### src/rtl/alien_fire_scheduler_pkg.sv
// Shared definitions for the alien fire scheduler: FSM encoding, random-word
// field offsets and default timing.
package alien_fire_scheduler_pkg;

  typedef enum logic [2:0] {
    IDLE = 3'd0,
    LOAD = 3'd1,
    WAIT = 3'd2,
    PICK = 3'd3,
    FIRE = 3'd4
  } sched_state_e;

  // Bit positions inside the LFSR word for the delay spread and the start column.
  localparam int DELAY_LSB = 0;
  localparam int COL_LSB   = 8;

  localparam int DEFAULT_MIN_DELAY = 16;

endpackage : alien_fire_scheduler_pkg

### src/rtl/alien_fire_scheduler_fire_column_picker.sv
// Walks the alien columns from a random start, one probe per cycle, until it
// lands on a living column or has tried every column once.
module fire_column_picker
  import alien_fire_scheduler_pkg::*;
#(
  parameter int NUM_COLS = 8,
  parameter int COL_W    = 3
) (
  input  logic                clk,
  input  logic                rst,
  input  logic                start_i,
  input  logic                step_i,
  input  logic [COL_W-1:0]    rand_col_i,
  input  logic [NUM_COLS-1:0] alive_cols_i,
  output logic [COL_W-1:0]    col_o,
  output logic                found_o,
  output logic                exhausted_o
);

  logic [COL_W-1:0] col_q, col_d;
  logic [COL_W-1:0] probe_q, probe_d;
  logic             found;
  logic             exhausted;

  // alive_cols is tested live, so a column dying mid-search is respected.
  assign found     = alive_cols_i[col_q];
  assign exhausted = !found && (probe_q == COL_W'(NUM_COLS - 1));

  always_comb begin
    col_d   = col_q;
    probe_d = probe_q;
    if (start_i) begin
      col_d   = rand_col_i;
      probe_d = '0;
    end else if (step_i && !found && !exhausted) begin
      col_d   = col_q + COL_W'(1);
      probe_d = probe_q + COL_W'(1);
    end
  end

  always_ff @(posedge clk or posedge rst) begin
    if (rst) begin
      col_q   <= '0;
      probe_q <= '0;
    end else begin
      col_q   <= col_d;
      probe_q <= probe_d;
    end
  end

  assign col_o       = col_q;
  assign found_o     = found;
  assign exhausted_o = exhausted;

endmodule : fire_column_picker

### src/rtl/alien_fire_scheduler.sv
// Schedules alien shots: waits a random number of frame ticks, picks a random
// living column, then offers a valid/ready fire request to the bullet manager.
module alien_fire_scheduler
  import alien_fire_scheduler_pkg::*;
#(
  parameter int RAND_W     = 48,
  parameter int NUM_COLS   = 8,
  parameter int COL_W      = 3,
  parameter int DELAY_BITS = 6,
  parameter int MIN_DELAY  = DEFAULT_MIN_DELAY,
  parameter int CNT_W      = 7
) (
  input  logic                clk,
  input  logic                rst,
  input  logic                enable,
  input  logic                frame_tick,
  input  logic [RAND_W-1:0]   random_number,
  input  logic [NUM_COLS-1:0] alive_cols,
  output logic                fire_valid,
  output logic [COL_W-1:0]    fire_col,
  input  logic                fire_ready,
  output logic [15:0]         fire_count
);

  sched_state_e     state_q, state_d;
  logic [CNT_W-1:0] cnt_q, cnt_d;
  logic [COL_W-1:0] fire_col_q, fire_col_d;
  logic [15:0]      fire_count_q, fire_count_d;
  logic             fire_valid_q;

  logic [CNT_W-1:0] load_value;
  logic             terminal_tick;
  logic             pick_start;
  logic             pick_step;
  logic [COL_W-1:0] pick_col;
  logic             pick_found;
  logic             pick_exhausted;
  logic             rand_unused;

  assign load_value = CNT_W'(MIN_DELAY) +
                      CNT_W'(random_number[DELAY_LSB +: DELAY_BITS]);

  // The counter reaching 1 on a tick means the loaded number of ticks has elapsed.
  assign terminal_tick = (state_q == WAIT) && enable && frame_tick &&
                         (cnt_q <= CNT_W'(1));
  assign pick_start    = terminal_tick;
  assign pick_step     = (state_q == PICK) && enable;
  assign rand_unused   = ^random_number;

  fire_column_picker #(
    .NUM_COLS (NUM_COLS),
    .COL_W    (COL_W)
  ) u_picker (
    .clk          (clk),
    .rst          (rst),
    .start_i      (pick_start),
    .step_i       (pick_step),
    .rand_col_i   (random_number[COL_LSB +: COL_W]),
    .alive_cols_i (alive_cols),
    .col_o        (pick_col),
    .found_o      (pick_found),
    .exhausted_o  (pick_exhausted)
  );

  always_comb begin
    state_d      = state_q;
    cnt_d        = cnt_q;
    fire_col_d   = fire_col_q;
    fire_count_d = fire_count_q;

    unique case (state_q)
      IDLE: begin
        cnt_d = '0;
        if (enable) begin
          state_d = LOAD;
        end
      end

      LOAD: begin
        if (!enable) begin
          state_d = IDLE;
          cnt_d   = '0;
        end else begin
          state_d = WAIT;
          cnt_d   = load_value;
        end
      end

      // Dropping enable wins over a tick arriving in the same cycle.
      WAIT: begin
        if (!enable) begin
          state_d = IDLE;
          cnt_d   = '0;
        end else if (frame_tick) begin
          if (terminal_tick) begin
            state_d = PICK;
          end else begin
            cnt_d = cnt_q - CNT_W'(1);
          end
        end
      end

      PICK: begin
        if (!enable) begin
          state_d = IDLE;
          cnt_d   = '0;
        end else if (pick_found) begin
          fire_col_d = pick_col;
          state_d    = FIRE;
        end else if (pick_exhausted) begin
          state_d = LOAD;
        end
      end

      // A pending request always completes; enable only chooses where to go after.
      FIRE: begin
        if (fire_ready) begin
          fire_count_d = fire_count_q + 16'd1;
          state_d      = enable ? LOAD : IDLE;
        end
      end

      default: begin
        state_d = IDLE;
        cnt_d   = '0;
      end
    endcase
  end

  always_ff @(posedge clk or posedge rst) begin
    if (rst) begin
      state_q      <= IDLE;
      cnt_q        <= '0;
      fire_col_q   <= '0;
      fire_count_q <= '0;
      fire_valid_q <= 1'b0;
    end else begin
      state_q      <= state_d;
      cnt_q        <= cnt_d;
      fire_col_q   <= fire_col_d;
      fire_count_q <= fire_count_d;
      fire_valid_q <= (state_d == FIRE);
    end
  end

  assign fire_valid = fire_valid_q;
  assign fire_col   = fire_col_q;
  assign fire_count = fire_count_q;

endmodule : alien_fire_scheduler
### config.mk
export PLATFORM = sky130hd
export DESIGN_NAME = alien_fire_scheduler
export DESIGN_NICKNAME = d
export VERILOG_FILES = /design/src/rtl/alien_fire_scheduler_pkg.sv /design/src/rtl/alien_fire_scheduler_fire_column_picker.sv /design/src/rtl/alien_fire_scheduler.sv
export SDC_FILE = /design/constraint.sdc
export NUM_CORES = 1
export LEC_CHECK = 0
export ABC_CLOCK_PERIOD_IN_PS = 3800
export BUFFER_PORTS_ARGS = -buffer_cell sky130_fd_sc_hd__buf_2
export CORE_ASPECT_RATIO = 1.75
export CORE_MARGIN = 2
export CORE_UTILIZATION = 50
export DETAILED_ROUTE_END_ITERATION = 8
export HOLD_SLACK_MARGIN = 0.06
export PLACE_DENSITY = 0.83
export SYNTH_ARGS = -nofsm -noshare
export SYNTH_HDL_FRONTEND = slang
export SYNTH_SLANG_ARGS = --single-unit
### constraint.sdc
create_clock -name clk -period 3.8 [get_ports clk]
set_clock_uncertainty 0.2 [all_clocks]
set_input_delay 0.57 -clock clk [delete_from_list [all_inputs] [get_ports clk]]
set_output_delay 0.57 -clock clk [all_outputs]
set_load 0.01 [all_outputs]
==> reports/metrics.cfg <==
[outcome]
status=completed

[layout]
areaGrowthSynthToFinish_pct=16.6
final_nets=293
drive_gt1_share_pct=27.9
final_design_area_no_fill_sq_mm=0.00229
diodes=0
mostFrequentLayoutCell=buf_2
fillers=367
layout_common_cells=41 x buf_2, 36 x dfrtp_1, 17 x nor2_1

[global_routing]
grt_pass1_vias=1401
grt_util_met3_pct=4.12
track_usage_pct=18.5
grt_start_max_net_pins=37
met1_usage_pct=21.4
grt-ovfl-total=0
grt_pass1_wl_mm=6.15
antenna_found_initial=0
grt.busiest_layer=met2
use_met2_pct=31.9

[hold_path]
hold_class=input pin to async pin

[job]
maxCapViolations=0

[routing]
route.vias.total=1480
drtAntennaViolNets=0
routedWlPerCell_um=13.6
initialDrtViolationCount=13
drc=0
routed_wirelength_mm=3.72
drtPass1Iterations=4
via_per_inst=5.40

[yosys]
synth_cell_types=42
async_flop_share_pct=100
yosys_most_used_dff=dfrtp_1
syn_inst=182
synth_warnings=0
ys_ff_latch=36
synth_edf_count=0
avgSynthCellArea_sq_um=10.8
synth_area_sq_mm=0.00196
yosysSeqAreaShare_pct=45.9
synth_nets=250

[setup_path]
path_delay_family=compound AO/OA/AOI/OAI gates
ff2ff_setup_slack_ns=1.35
required_ns=3.77
critPathMaxStageDelay_ns=0.72
crit_fanout=12
cp_data_arrival_time_ns=2.42
crit_buf_inv=0
end_kind=flop
crit_slowest_cell=o41ai_4
start_kind=flop
critPathKind=flop to flop
critical_path.cell_chain=mux2i_1 > and3_4 > o41ai_4 > nor3_1 > a2111oi_2

[sta]
period_needed_ns=2.45
setup_tns_ns=0
slew_headroom_pct=51.6
period_share_pct=64.5
max_freq_ghz=0.408
worst_pin_slew_ns=0.724
hold_viol=0
slew_violations=0
rsz0062_at_grt=no
setup_viol=0

[floorplanning]
rows=30
initial_core_util_pct=51.2
die_h_um=86.9
ios=81
coreArea_sq_mm=0.00383
die_w_um=51.4
dieArea_sq_mm=0.00446

[place]
placed_cell_area_sq_mm=0.00219
port_buffers=41
gp_congestion=0.790
place_hpwl_mm=2.81

[pwr]
power.leakage_nw=1.12
vdd_ir_drop_max_v=0.000369
powerDensity_mw_per_mm2=564

[clocking]
cts_tree=built
cts_root_buffer=clkbuf_8
postCtsSetupRepairBufs=0
cts_buffers=5
cts_resized=0
htreeDepth=2
cts_buffer_depth=2
cts.sinks=36
clk_pin_slew_ns=0.07
postCtsHoldBufs=0
clock_latency_ns=0.29

[cell usage after synthesis (3+ instances only)]
| cell | instances | area, sq um |
|---|---|---|
| and3_1 | 3 | 18.8 |
| o21ai_0 | 7 | 35.0 |
| ha_1 | 7 | 87.6 |
| mux2_1 | 3 | 33.8 |
| a21oi_1 | 6 | 30.0 |
| nor2_1 | 17 | 63.8 |
| nand2b_1 | 4 | 25.0 |
| nand4_1 | 3 | 18.8 |
| a2111oi_2 | 3 | 45.0 |
| xor2_1 | 4 | 35.0 |
| xnor2_1 | 14 | 123 |
| dfrtp_1 | 36 | 901 |
| a32oi_1 | 3 | 26.3 |
| nand3_1 | 6 | 30.0 |
| mux2i_1 | 3 | 30.0 |
| nor2b_1 | 6 | 37.5 |
| buf_2 | 5 | 25.0 |
| nor3_1 | 3 | 15.0 |
| inv_1 | 7 | 26.3 |
| nand2_1 | 12 | 45.0 |
[through the flow]
stage	std cells	setup slack, ns	total power [W]	hold WS (ns)	utilization, %
2_1_floorplan	182	1.75	0.000927	0.252	-
3_3_place_gp	266	1.41	0.00100	0.257	57.3
3_5_place_dp	266	1.32	0.00103	0.270	57.3
4_1_cts	274	1.32	0.00131	0.188	59.7
5_1_grt	274	1.17	0.00138	0.228	59.7
6_report	274	1.35	0.00129	0.181	59.7
[worst paths after layout]
| check | end | cells past startpoint | from |
|---|---|---|---|
| min | cnt_q[1] | 3 | rst |
| max | u_picker.col_o[2] | 5 | u_picker.col_o[0] |
| min in group clk | fire_count[15] | 1 | fire_count[15] |
| max in group asynchronous | u_picker.col_o[0] | 3 | rst |
| min reg2reg | fire_count[15] | 1 | fire_count[15] |
| max reg2reg | u_picker.col_o[2] | 5 | u_picker.col_o[0] |
[layout make-up]
class / count / area [sq um] / share of cell area [%]
inverter: 7 / 26.3 / 1.15
clock buffer: 6 / 82.6 / 3.61
multi-input combinational: 132 / 987 / 43.2
timing repair buffer: 43 / 220 / 9.63
sequential: 36 / 901 / 39.4
clock inverter: 2 / 10.0 / 0.438
tap: 48 / 60.1 / 2.63
[worst reg2reg max path: cells and delay by family (launching register included)]
family           cells  cell delay [ns]
AO/OA/AOI/OAI        2             1.10
flip-flops           1             0.56
multiplexers         1             0.14
AND/OR/NAND/NOR      2             0.32
[layer usage]
| metal | part of all wire, % | vias to the layer above |
|---|---|---|
| met3 | 3.4 | 7 |
| met2 | 54 | 28 |
| met4 | 2.2 | 0 |
| li1 | - | 738 |
| met1 | 41 | 707 |
| met5 | 0 | - |
[power breakdown]
part	total, W	switching, W	internal (W)
sequential	0.000576	0.000112	0.000464
combinational	0.000436	0.000234	0.000203
clock	0.000277	0.000132	0.000144
[flip-flops by register name, summed over array words and instances, names as in the netlist]
| name | cells |
|---|---|
| cnt_q | 7 |
| fire_col | 3 |
| fire_count | 16 |
| fire_valid | 1 |
| state_q | 3 |
| u_picker.col_o | 3 |
| u_picker.probe_q | 3 |
[cells by family (layout without fill, tap and decap cells)]
| family | after synthesis | count (layout) | synth area share (%) |
|---|---|---|---|
| compound gates | 33 | 33 | 14.2 |
| fa+ha+maj | 7 | 7 | 4.46 |
| mux | 8 | 8 | 4.40 |
| simple gates | 66 | 66 | 19.2 |
| xor+xnor | 18 | 18 | 8.04 |
| flops | 36 | 36 | 45.9 |
| buf+inv | 14 | 58 | 3.76 |
Note: power is estimated with default switching activity, not from simulation.
